`src/rtl/serial_adder_pkg.sv`:
```
// Shared types and uio bit map for the bit-serial adder controller.
// No logic; latency and backpressure not applicable.
package serial_adder_pkg;

    typedef enum logic [1:0] {
        S_IDLE = 2'd0,
        S_RUN  = 2'd1,
        S_DONE = 2'd2
    } state_t;

    localparam int LD_A  = 0;
    localparam int LD_B  = 1;
    localparam int START = 2;
    localparam int BUSY  = 3;
    localparam int DONE  = 4;
    localparam int COUT  = 5;

    localparam logic [7:0] UIO_OE_MASK = 8'h38;

endpackage

```
`src/rtl/tt_um_serial_adder_ctrl_ha_cell.sv`:
```
// One-bit half adder. Latency: combinational, zero cycles.
// Backpressure: none, pure function of its inputs.
module ha_cell (
    input  logic i_a,
    input  logic i_b,
    output logic o_sum,
    output logic o_carry
);

    assign o_sum   = i_a ^ i_b;
    assign o_carry = i_a & i_b;

endmodule

```
`src/rtl/tt_um_serial_adder_ctrl.sv`:
```
// Bit-serial WIDTH-bit adder with load/start/busy/done handshake on uio pins.
// Latency: done rises WIDTH enabled edges after start; ena=0 stalls everything, loads/start ignored while busy.
module tt_um_serial_adder_ctrl
    import serial_adder_pkg::*;
#(
    parameter int WIDTH = 8
) (
    input  logic       clk,
    input  logic       rst_n,
    input  logic       ena,
    input  logic [7:0] ui_in,
    output logic [7:0] uo_out,
    input  logic [7:0] uio_in,
    output logic [7:0] uio_out,
    output logic [7:0] uio_oe
);

    localparam int CNT_W = $clog2(WIDTH);
    localparam logic [CNT_W-1:0] LAST_BIT = CNT_W'(WIDTH - 1);

    state_t             r_state,   w_state_nxt;
    logic [WIDTH-1:0]   r_op_a,    w_op_a_nxt;
    logic [WIDTH-1:0]   r_op_b,    w_op_b_nxt;
    logic [WIDTH-1:0]   r_sum,     w_sum_nxt;
    logic [WIDTH-1:0]   r_result,  w_result_nxt;
    logic [CNT_W-1:0]   r_bit_cnt, w_bit_cnt_nxt;
    logic               r_carry,   w_carry_nxt;
    logic               r_busy,    w_busy_nxt;
    logic               r_done,    w_done_nxt;
    logic               r_cout,    w_cout_nxt;

    logic               w_ld_a, w_ld_b, w_start;
    logic               w_s1, w_c1, w_s, w_c2;
    logic [WIDTH-1:0]   w_sum_shift;
    logic               w_unused;

    assign w_ld_a  = uio_in[LD_A];
    assign w_ld_b  = uio_in[LD_B];
    assign w_start = uio_in[START];
    assign w_unused = &{1'b0, uio_in[7:3], ui_in};

    // Two half adders chained into one full-add step on the current bit.
    ha_cell u_ha1 (
        .i_a     (r_op_a[r_bit_cnt]),
        .i_b     (r_op_b[r_bit_cnt]),
        .o_sum   (w_s1),
        .o_carry (w_c1)
    );

    ha_cell u_ha2 (
        .i_a     (w_s1),
        .i_b     (r_carry),
        .o_sum   (w_s),
        .o_carry (w_c2)
    );

    assign w_sum_shift = {w_s, r_sum[WIDTH-1:1]};

    always_comb begin
        w_state_nxt   = r_state;
        w_op_a_nxt    = r_op_a;
        w_op_b_nxt    = r_op_b;
        w_sum_nxt     = r_sum;
        w_result_nxt  = r_result;
        w_bit_cnt_nxt = r_bit_cnt;
        w_carry_nxt   = r_carry;
        w_busy_nxt    = r_busy;
        w_done_nxt    = r_done;
        w_cout_nxt    = r_cout;
        case (r_state)
            S_IDLE, S_DONE: begin
                if (w_ld_a) w_op_a_nxt = ui_in[WIDTH-1:0];
                if (w_ld_b) w_op_b_nxt = ui_in[WIDTH-1:0];
                if (w_ld_a || w_ld_b) begin
                    w_done_nxt  = 1'b0;
                    w_state_nxt = S_IDLE;
                end else if (w_start) begin
                    w_state_nxt   = S_RUN;
                    w_bit_cnt_nxt = '0;
                    w_carry_nxt   = 1'b0;
                    w_sum_nxt     = '0;
                    w_busy_nxt    = 1'b1;
                    w_done_nxt    = 1'b0;
                end
            end
            S_RUN: begin
                w_carry_nxt = w_c1 | w_c2;
                w_sum_nxt   = w_sum_shift;
                if (r_bit_cnt == LAST_BIT) begin
                    w_result_nxt = w_sum_shift;
                    w_cout_nxt   = w_c1 | w_c2;
                    w_state_nxt  = S_DONE;
                    w_busy_nxt   = 1'b0;
                    w_done_nxt   = 1'b1;
                end else begin
                    w_bit_cnt_nxt = r_bit_cnt + 1'b1;
                end
            end
            default: begin
                w_state_nxt = S_IDLE;
                w_busy_nxt  = 1'b0;
                w_done_nxt  = 1'b0;
            end
        endcase
    end

    always_ff @(posedge clk or negedge rst_n) begin
        if (!rst_n) begin
            r_state   <= S_IDLE;
            r_op_a    <= '0;
            r_op_b    <= '0;
            r_sum     <= '0;
            r_result  <= '0;
            r_bit_cnt <= '0;
            r_carry   <= 1'b0;
            r_busy    <= 1'b0;
            r_done    <= 1'b0;
            r_cout    <= 1'b0;
        end else if (ena) begin
            r_state   <= w_state_nxt;
            r_op_a    <= w_op_a_nxt;
            r_op_b    <= w_op_b_nxt;
            r_sum     <= w_sum_nxt;
            r_result  <= w_result_nxt;
            r_bit_cnt <= w_bit_cnt_nxt;
            r_carry   <= w_carry_nxt;
            r_busy    <= w_busy_nxt;
            r_done    <= w_done_nxt;
            r_cout    <= w_cout_nxt;
        end
    end

    assign uo_out  = 8'(r_result);
    assign uio_out = {2'b00, r_cout, r_done, r_busy, 3'b000};
    assign uio_oe  = UIO_OE_MASK;

endmodule

```
`config.mk`:
```
export PLATFORM = sky130hd
export DESIGN_NAME = tt_um_serial_adder_ctrl
export DESIGN_NICKNAME = d
export VERILOG_FILES = /design/src/rtl/serial_adder_pkg.sv /design/src/rtl/tt_um_serial_adder_ctrl_ha_cell.sv /design/src/rtl/tt_um_serial_adder_ctrl.sv
export SDC_FILE = /design/constraint.sdc
export NUM_CORES = 1
export LEC_CHECK = 0
export CELL_PAD_IN_SITES_DETAIL_PLACEMENT = 1
export CELL_PAD_IN_SITES_GLOBAL_PLACEMENT = 1
export CORE_ASPECT_RATIO = 1.4
export CORE_MARGIN = 3
export CORE_UTILIZATION = 36
export DETAILED_ROUTE_END_ITERATION = 10
export MAX_ROUTING_LAYER = met4
export PLACE_DENSITY_LB_ADDON = 0.25
export SLEW_MARGIN = 20
export SYNTH_ARGS = -nofsm -noshare
export SYNTH_HDL_FRONTEND = slang
export SYNTH_SLANG_ARGS = --single-unit
```
`constraint.sdc`:
```
create_clock -name clk -period 2 [get_ports clk]
set_input_delay 0.4 -clock clk [delete_from_list [all_inputs] [get_ports clk]]
set_output_delay 0.4 -clock clk [all_outputs]
set_load 0.02 [all_outputs]
```
# Word-level counts from Yosys, hierarchy flattened
# Index checks and enable logic that the tools add are counted.
# W data, S select, Z words.
dict set report word_totals {
  elab_cells 61
  rom_bits 0
  mem_bits_rw 0
  in_bits 19
  n_memories 0
  out_inout_bits 24
  regBits 41
  latchBits 0
}
dict set report classes {
  n_shift 0
  reduce_logical 11
  n_div 0
  muxes 25
  eq_ne 8
  multipliers 0
  bitwise_logic 5
  add_sub_neg 1
  n_lt_le_gt_ge 1
}
# op count
set op_table {}
lappend op_table {{$mux W8} 2}
lappend op_table {{$pmux W8 S2} 1}
lappend op_table {{$reduce_and A3 Y1} 4}
lappend op_table {{$mux W1} 9}
lappend op_table {{$mux W3} 3}
lappend op_table {{$ne A2 B2 Y1 const B} 4}
lappend op_table {{$reduce_and A4 Y1} 2}
lappend op_table {{$bmux W1 S3} 2}
lappend op_table {{$mux W2} 3}
lappend op_table {{$pmux W1 S2} 3}
lappend op_table {{$pmux W3 S2} 1}
lappend op_table {{$reduce_and A5 Y1} 1}
lappend op_table {{$lt A3 B4 Y1 const B} 1}
lappend op_table {{$pmux W2 S2} 1}
lappend op_table {{$add A3 B1 Y3 const B} 1}
lappend op_table {{$eq A3 B3 Y1 const B} 1}
lappend op_table {{$ne A3 B3 Y1 const B} 1}
lappend op_table {{$and A1 B1 Y1} 2}
lappend op_table {{$eq A2 B1 Y1 const B} 1}
lappend op_table {{$eq A2 B2 Y1 const B} 1}
lappend op_table {{$logic_not A2 Y1} 1}
lappend op_table {{$reduce_bool A2 Y1} 1}
lappend op_table {{$reduce_or A2 Y1} 1}
lappend op_table {{$xor A1 B1 Y1} 2}
lappend op_table {{2 further kinds} 2}

# Longest topological paths before layout
# Gate-level depths: netlist of run 1.
dict set report logic_depth {
  ltp_word 6
  mapped_depth 5
  depth_no_buf 5
}

# Hierarchy
# Synthesis of run 1 repeated with hierarchy kept, for this count alone.
dict set report hier_totals {
  cells_unflattened 133
  hier_area_um2 1825.5
}
# module instances seq_area_each_um2 area_each_um2 cells_each
set by_module_without_submodules {}
lappend by_module_without_submodules {tt_um_serial_adder_ctrl 1 975.9 1800.5 131}
lappend by_module_without_submodules {ha_cell 2 0.0 12.5 1}

# Worst setup path after synthesis of run 1
# Ideal clock, no wire load.
dict set report synth_path {
  path_type {flip-flop to flip-flop}
  start {reg r_bit_cnt[0]}
  end {reg r_result[7], in the netlist uo_out[7]}
  required_ns 1.875
  n_path_buf 1
  synth_period_minus_slack_ns 2.110
  path_stages_with_launch 6
  setup_slack_ns -0.110
  arrival_time_ns 1.985
  setup_time_ns 0.125
  path_cell_list {dfrtp_1 -> buf_6 -> mux4_1 -> mux2_2 -> fa_1 -> mux2_2}
}
dict set report synth_via {
  elab_chain_cells 4
  word_cells_on_any_way 8
  classes_between {eq/ne (1); mux (4); bitwise (2); reduce/logical (1)}
}
# element line_no
set synth_rtl {}
lappend synth_rtl {{start, declared} tt_um_serial_adder_ctrl.sv:26} ;# logic [CNT_W-1:0] r_bit_cnt, w_bit_cnt_nxt;
lappend synth_rtl {{start signal, assigned} tt_um_serial_adder_ctrl.sv:125} ;# r_bit_cnt <= w_bit_cnt_nxt;
lappend synth_rtl {{$bmux W1 S3 (on tied branches)} {tt_um_serial_adder_ctrl.sv:44, tt_um_serial_adder_ctrl.sv:45}}
lappend synth_rtl {{$mux W1 (on tied branches)} {tt_um_serial_adder_ctrl.sv:44, tt_um_serial_adder_ctrl.sv:45}}
lappend synth_rtl {{$xor A1 B1 Y1 * (2 in series)} tt_um_serial_adder_ctrl_ha_cell.sv:10} ;# assign o_sum = i_a ^ i_b;
lappend synth_rtl {{named net u_ha2.o_sum} tt_um_serial_adder_ctrl_ha_cell.sv:6} ;# output logic o_sum,
lappend synth_rtl {{end signal, assigned} tt_um_serial_adder_ctrl.sv:124} ;# r_result <= w_result_nxt;
lappend synth_rtl {{end, declared} tt_um_serial_adder_ctrl.sv:25} ;# logic [WIDTH-1:0] r_result, w_result_nxt;
# The timed path passes the listed nets; every way through them passes the cells marked *. The select of a mux whose other input is x is not followed.
# A chain may end at the register's enable or synchronous reset.

# Final worst setup path of run 1
# Same ends and word-level chain as after synthesis.

==> results of run 1 <==
==> worst max path at each step <==
stage                 to          from  depth (start not counted)
3_3_place_gp   uo_out[7]  r_bit_cnt[0]                          4
6_report       uo_out[7]  r_bit_cnt[0]                          4
5_1_grt        uo_out[7]  r_bit_cnt[0]                          4
4_1_cts        uo_out[7]  r_bit_cnt[0]                          4
2_1_floorplan  uo_out[7]  r_bit_cnt[0]                          5
3_5_place_dp   uo_out[7]  r_bit_cnt[0]                          4
==> report_power, final <==
group	switching, uW	internal, uW	total (uW)
Combinational	468	714	1180
Sequential	252	1130	1380
Clock	263	270	533
==> cells by family (layout without fill, tap and decap cells) <==
kind of cell,count (synthesis),after routing,synth area share
buffers and inverters,20,35,0.0818
DFF,39,39,0.527
other,2,13,0.00406
muxes,31,31,0.221
adders and majority gates,3,3,0.0243
AOI/OAI and AO/OA,20,20,0.0805
and+or+nand+nor,18,18,0.0609
==> through the flow <==
step                setup TNS, ps  instances
finish                       -132        223
detailed placement           -383        216
global placement             -324        216
floorplan                   -72.5        144
CTS                          -139        223
global route                 -356        223
==> Yosys cell counts, types with 2 or more instances <==
library cell	number
a22o_1	8
buf_4	16
dfrtp_1	39
nand2_1	6
mux2_2	26
conb_1	2
o2bb2ai_1	2
mux4_1	4
o21ai_0	6
ha_1	2
buf_6	2
nand2_2	2
==> sequential cells by signal, indices dropped and copies added, names as in the netlist <==
signal and flops:
uo_out 8, r_op_a 8, r_busy 1, r_carry 1, r_cout 1, r_done 1
r_op_b 8, r_bit_cnt 3, r_state 1, r_sum 7
==> layout make-up <==
cell class                 instances  area (sq um)
fill                             525          2750
sequential                        39           977
multi-input combinational         85           763
timing repair buffer              27           258
clock buffer                       6          82.6
tap                               64          80.1
clock inverter                     1          5.00
inverter                           1          3.75
==> critical path: stages (launching register included) <==
cell	delay, ps
dfrtp_2	440
mux4_2	520
mux2_4	290
fa_2	450
mux2_4	270
==> layer usage <==
metal,vias up,part of all wire,track usage
met4,0,0.021,0.0610
met2,22,0.56,0.218
met1,567,0.37,0.133
met3,7,0.047,0.0411
met5,-,0,-
li1,499,-,-
==> timing repair <==
action | CTS | global route
setup buffers | 0 | 0
endpoints found under the hold margin | 0 | 0
endpoints found under the setup margin | 4 | 4
pin swaps | 1 | 2
resized for setup | 1 | 1
==> metrics, run 1 <==
Worst-path clk slew=roughly 70 ps; CTS tree=done; level count of the clock H-tree=2; core area=approximately 4900 sq um; nets=~180; Async SR Flop Fraction=1.00; Vert. Die Dim=a little over 90 um; Slew @ Worst Pin=about 850 ps; top cell type's share of synthesized area=0.527; pre-CTS setup slack=-165 ps; P_leak=0.000992 uW; power per standard cell area=about 1400 nW/um^2; Top Ports=43; leading cell type in the layout, fill and taps excluded=dfrtp_1; final wirelength=approximately 3.4 mm; DR pass1 iterations=2; share of post-route cells with drive strength above 1=0.302; hold buffer count at CTS=0; design area=2170 sq um; placed cell areas=just over 2000 sq um; Peak VDD IR=around 510 uV; # rows=30; worst reg2reg setup slack=-80 ps; via count=1095; commonest cells after routing, fill and taps aside=dfrtp_1 (38), mux2_2 (23), clkdlybuf4s50_1 (23); hold crit path type=in2async; First DRT Iteration DRCs=37; DRC Markers=0; largest area contributor in the netlist=dfrtp_1; die area=around 6000 sq um; Overall Power=a little over 3000 uW; Port-buffer cells=24; area delta synth->final=17.2%; crit path setup slack, layout=-84.6 ps; type of the worst setup path=reg2reg; Crit Path Max Fanout=5; Max Clk Rate=0.480 GHz; Final Hold Fails=0; reg2reg start=r_bit_cnt[0]; first-pass GRT wire length=5.69 mm; Die X=~67 um; Max-cap violations=0; RePlAce Congestion=0.771; Crit path required time=~2200 ps; Crit Reg-Reg Endpoint=uo_out[7]; relative slew slack=0.437; DRT antenna net count=0; synth top area cells=dfrtp_1 (53%), mux2_2 (16%), buf_4 (6.5%), mux4_1 (5.7%), a22o_1 (3.8%); Synth Flop Type=dfrtp_1; initial antenna violation count=0; Initial Utilization=0.376; largest net degree at the start of global routing=40; reg2reg path depth=4; count of final setup violators=2; failing checks=setup timing; Critical Path Start Type=flop; synthesized area per cell=13.9 sq um; # diodes=0; vias in the first global route=1181; CTS sink count=39; Post-synth EDFFs=0; vias per std cell=4.91; Syn Std Cell Area=around 1900 sq um; crit share post-route=1.04; dpl hpwl=2.54 mm; Clk Latency, worst-skew pair=around 290 ps; CP endpoint kind=flop; total track usage=0.130; Slew Viols, Final=0; Tmin final=around 2100 ps; Synth Instances=~130; drt wl/cell=15.1 um; Synth Register Bits=39; Cell variety after synth=30; clock tree buffer depth=2; Min Hold Slack=around 220 ps; Setup Skew=6.51 ps; CTS Buf Count=5; status=complete, but fails checks; RSZ-0062 raised after global routing=true; fin util=0.441; sequential fraction of the synthesis area=0.527; Worst Path Arrival=roughly 2300 ps; clock root cell=clkbuf_8; gr ovfl total=0; YS warnings=0
Power figures use the tool's default switching activity.
==> run 2: changes to the inputs <==
Settings changed: CAP_MARGIN set to 40, RECOVER_POWER set to 25.
==> metrics, run 2 (synthesized netlist as in run 1, its figures left out) <==
clock tree buffer depth=2 (unchanged); Slew @ Worst Pin=1010 ps (+167 ps); leading cell type in the layout, fill and taps excluded=dfrtp_1; Tmin final=2080 ps (+0.369 ps); drt wl/cell=15.2 um (+0.26%); clock root cell=clkbuf_8; Worst-path clk slew=70 ps (about the same); DR pass1 iterations=2 (unchanged); die area=6050 sq um (unchanged); P_leak=0.00100 uW (+1.0%); total track usage=0.130 (unchanged); type of the worst setup path=reg2reg; area delta synth->final=17.8%; Slew Viols, Final=0 (unchanged); count of final setup violators=2 (unchanged); Max Clk Rate=0.480 GHz (about the same); Final Hold Fails=0 (unchanged); Vert. Die Dim=90.8 um (unchanged); Setup Skew=6.46 ps (-0.0514 ps); failing checks=setup timing; final wirelength=3.39 mm (+0.71%); gr ovfl total=0 (unchanged); Clk Latency, worst-skew pair=290 ps (about the same); commonest cells after routing, fill and taps aside=dfrtp_1 (38), mux2_2 (23), clkdlybuf4s50_1 (23); critical path startpoint=r_bit_cnt[0]; Crit path required time=2180 ps (about the same); RePlAce Congestion=0.771 (unchanged); power per standard cell area=1420 nW/um^2 (-0.44%); hold buffer count at CTS=0 (unchanged); share of post-route cells with drive strength above 1=0.294 (-0.00814); Die X=66.6 um (unchanged); core area=4920 sq um (unchanged); crit share post-route=1.04 (about the same); CTS tree=done; Top Ports=43 (unchanged); hold crit path type=in2async; CTS sink count=39 (unchanged); dpl hpwl=2.54 mm (unchanged); # diodes=0 (unchanged); DRT antenna net count=0 (unchanged); level count of the clock H-tree=2 (unchanged); vias in the first global route=1181 (unchanged); largest net degree at the start of global routing=40 (unchanged); nets=182 (+0.55%); Initial Utilization=0.376 (unchanged); Crit Path Max Fanout=5 (unchanged); first-pass GRT wire length=5.69 mm (unchanged); crit path setup slack, layout=-85.0 ps (-0.369 ps); relative slew slack=0.324 (-0.112); CTS Buf Count=5 (unchanged); CP endpoint kind=flop; Post-CTS Setup Inserts=0 (unchanged); vias per std cell=4.92 (+0.19%); First DRT Iteration DRCs=29 (-22%); Peak VDD IR=512 uV (about the same); DRC Markers=0 (unchanged); RSZ-0062 raised after global routing=true; # rows=30 (unchanged); reg2reg start=r_bit_cnt[0]; status=complete, but fails checks; via count=1102 (+0.64%); Port-buffer cells=24 (unchanged); fin util=0.444 (+0.00229); Worst Path Arrival=2260 ps (about the same); Critical Path Start Type=flop; Max-cap violations=0 (unchanged); Overall Power=3100 uW (about the same); initial antenna violation count=0 (unchanged)
[run 2: changes by cell type in the layout (fill, tap and decap cells not counted)]
cell,previous run,this run
clkbuf_1,0,1
dlymetal6s2s_1,0,1
buf_2,1,0
[run 2: metrics by stage]
step | TNS (ps) | hold slack [ps] | area [sq um] | cells | setup slack, ps
floorplan | -72.5 | 104 | 1890 | 144 | -54.0
global placement | -324 | 480 | 2080 | 216 | -141
detailed placement | -383 | 487 | 2080 | 216 | -165
CTS | -139 | 237 | 2170 | 223 | -92.8
global route | -485 | 270 | 2180 | 224 | -169
finish | -133 | 207 | 2180 | 224 | -85.0
[run 2: repair_timing]
item / in CTS / in global routing
setup endpoints to repair: 4 / 4
resized for setup: 1 / 1
pin swaps: 1 / 2
endpoints found under the hold margin: 0 / 0
[run 2: cell type report]
type / count / area (sq um)
Clock buffer: 6 / 82.6
Inverter: 1 / 3.75
Multi-Input combinational cell: 85 / 763
Clock inverter: 1 / 5.00
Tap cell: 64 / 80.1
Fill cell: 529 / 2740
Sequential cell: 39 / 977
Timing Repair Buffer: 28 / 269
[run 2: final timing paths]
check	slack (ps)	cells past startpoint	end
max	-80	4	uo_out[7]
min	210	1	r_op_b[4]
max reg2reg	-80	4	uo_out[7]
min reg2reg	500	1	uo_out[6]
max in group asynchronous	340	2	r_op_b[2]
min in group clk	500	1	uo_out[6]
[run 2: routing by layer]
metal | track usage | share of wire | routed length, um
met1 | 0.133 | 0.37 | 1260
met2 | 0.218 | 0.56 | 1910
met3 | 0.0411 | 0.046 | 156
met4 | 0.0610 | 0.021 | 72
met5 | - | 0 | 0
[run 2: where the power goes]
group / internal (uW) / leakage (uW) / switching, uW
registers: 1130 / 0.000489 / 252
clock network: 270 / 0.0000470 / 263
logic: 715 / 0.000467 / 468
total: 2110 / 0.00100 / 983
[run 2: worst max-delay path, cell delays in order (launching register included)]
cell,delay [ps]
dfrtp_2,440
mux4_2,520
mux2_4,290
fa_2,450
mux2_4,270
==> run 3: changes to the inputs <==
Settings changed: CORE_ASPECT_RATIO 1.4 to not set, MAX_ROUTING_LAYER met4 to not set.
==> metrics, run 3 (synthesized netlist as in run 1, its figures left out) <==
Tmin final=2060 ps (-20.1 ps); total track usage=0.123 (-0.00664); CTS Buf Count=5 (unchanged); RSZ-0062 raised after global routing=true; P_leak=0.000988 uW (-1.5%); CTS tree=done; Setup Skew=7.81 ps (+1.35 ps); nets=182 (unchanged); power per standard cell area=1410 nW/um^2 (-0.78%); level count of the clock H-tree=2 (unchanged); Slew Viols, Final=0 (unchanged); type of the worst setup path=reg2reg; Max-cap violations=0 (unchanged); Int Pwr=2080 uW (-1.5%); relative slew slack=0.367 (+0.0431); Max Clk Rate=0.484 GHz (+0.98%); fin util=0.448 (+0.00475); Crit Path Max Fanout=5 (unchanged); failing checks=setup timing; vias in the first global route=1180 (-0.085%); first-pass GRT wire length=5.64 mm (-0.84%); Vert. Die Dim=77.7 um (-14%); status=complete, but fails checks; vias per std cell=4.77 (-3.0%); combinational power share=0.386 (+0.004); Clk Latency, worst-skew pair=290 ps (about the same); via count=1088 (-1.3%); leading cell type in the layout, fill and taps excluded=dfrtp_1; Peak VDD IR=537 uV (+5.0%); Worst-path clk slew=80 ps (about the same); commonest cells after routing, fill and taps aside=dfrtp_1 (38), mux2_2 (24), clkdlybuf4s50_1 (23); Worst Path Arrival=2250 ps (about the same); area delta synth->final=17.4%; DR pass1 iterations=3 (+1); core area=4850 sq um (-1.4%); hold buffer count at CTS=0 (unchanged); CP endpoint kind=flop; First DRT Iteration DRCs=18 (-38%); Slew @ Worst Pin=949 ps (-62.9 ps); switching share of power=0.320 (+0.00276); Seq pwr share=0.450 (+0.004); RePlAce Congestion=0.713 (-7.5%); crit path setup slack, layout=-64.8 ps (+20.1 ps); # diodes=0 (unchanged); initial antenna violation count=0 (unchanged); hold crit path type=reg2reg; Critical Path Start Type=flop; Net Switching=981 uW (-0.26%); die area=6040 sq um (-0.20%); drt wl/cell=14.7 um (-3.0%); count of final setup violators=2 (unchanged); final wirelength=3.35 mm (-1.2%); Crit path required time=2180 ps (about the same); Clk pwr share=0.164 (-0.008); Top Ports=43 (unchanged); dpl hpwl=2.47 mm (-2.6%); share of post-route cells with drive strength above 1=0.292 (-0.00182); Final Hold Fails=0 (unchanged); largest net degree at the start of global routing=40 (unchanged); # rows=25 (-17%); Initial Utilization=0.382 (+0.00534); clock tree buffer depth=2 (unchanged); Post-CTS Setup Inserts=0 (unchanged); Die X=77.7 um (+17%); CTS sink count=39 (unchanged); DRC Markers=0 (unchanged); Port-buffer cells=24 (unchanged); crit share post-route=1.03 (-0.0101); Overall Power=3060 uW (-1.1%); DRT antenna net count=0 (unchanged); clock root cell=clkbuf_8; gr ovfl total=0 (unchanged)
==> run 3: changes by cell type in the layout (fill, tap and decap cells not counted) <==
cell,before,now
clkbuf_1,1,2
clkbuf_2,0,1
clkbuf_8,6,5
dlygate4sd3_1,0,1
dlymetal6s2s_1,1,0
mux2_2,23,24
mux2_4,3,2
==> run 3: final timing paths <==
path,start,end,slack [ps],cells after the start
worst max-delay path,r_bit_cnt[0],uo_out[7],-60,4
min in group asynchronous,rst_n,uo_out[0],790,2
worst min register to register,uo_out[6],uo_out[6],500,1
worst max register to register,r_bit_cnt[0],uo_out[7],-60,4
worst min-delay path,uo_out[6],uo_out[6],500,1
max in group asynchronous,rst_n,r_bit_cnt[0],550,2
==> run 3: what timing repair did <==
action	CTS	global route
gates resized for setup	1	0
endpoints found under the setup margin	4	3
pin swaps	1	0
==> run 3: area by class of cell <==
| type | instances | area [sq um] |
|---|---|---|
| fill | 496 | 2680 |
| tap | 67 | 83.8 |
| inverter | 1 | 3.75 |
| multi-input combinational | 85 | 759 |
| clock buffer | 7 | 76.3 |
| clock inverter | 1 | 5.00 |
| sequential | 39 | 977 |
| timing repair buffer | 28 | 268 |
==> run 3: power groups by stage <==
stage / sequential, uW / clock [uW] / combinational [uW]
after CTS: 1390 / 529 / 1210
final: 1380 / 503 / 1180
after detailed placement: 1390 / 0 / 1210
after global routing: 1440 / 569 / 1290
after floorplan: 1340 / 0 / 918
after global placement: 1380 / 0 / 1140
==> run 3: through the flow <==
step	area [sq um]	TNS, ps	instances	hold WS (ps)	setup WS [ps]
4_1_cts	2180	-99.5	228	512	-78.5
5_1_grt	2170	-215	228	531	-108
6_report	2170	-67.7	228	502	-64.8
3_5_place_dp	2090	-369	220	493	-158
3_3_place_gp	2090	-260	220	477	-125
2_1_floorplan	1890	-72.5	144	104	-54.0
==> run 3: worst max-delay path, cell delays in order, from the launching register on <==
cell     delay, ps
dfrtp_2        440
mux4_2         510
mux2_4         290
fa_2           450
mux2_2         270
==> run 3: layer usage <==
layer	share of wire	vias to the layer above	wire [um]	GRT usage
li1	-	504	-	-
met3	0.056	5	189	0.0441
met1	0.41	550	1380	0.133
met5	0	-	0	0
met2	0.51	29	1720	0.214
met4	0.018	0	60	0.0534
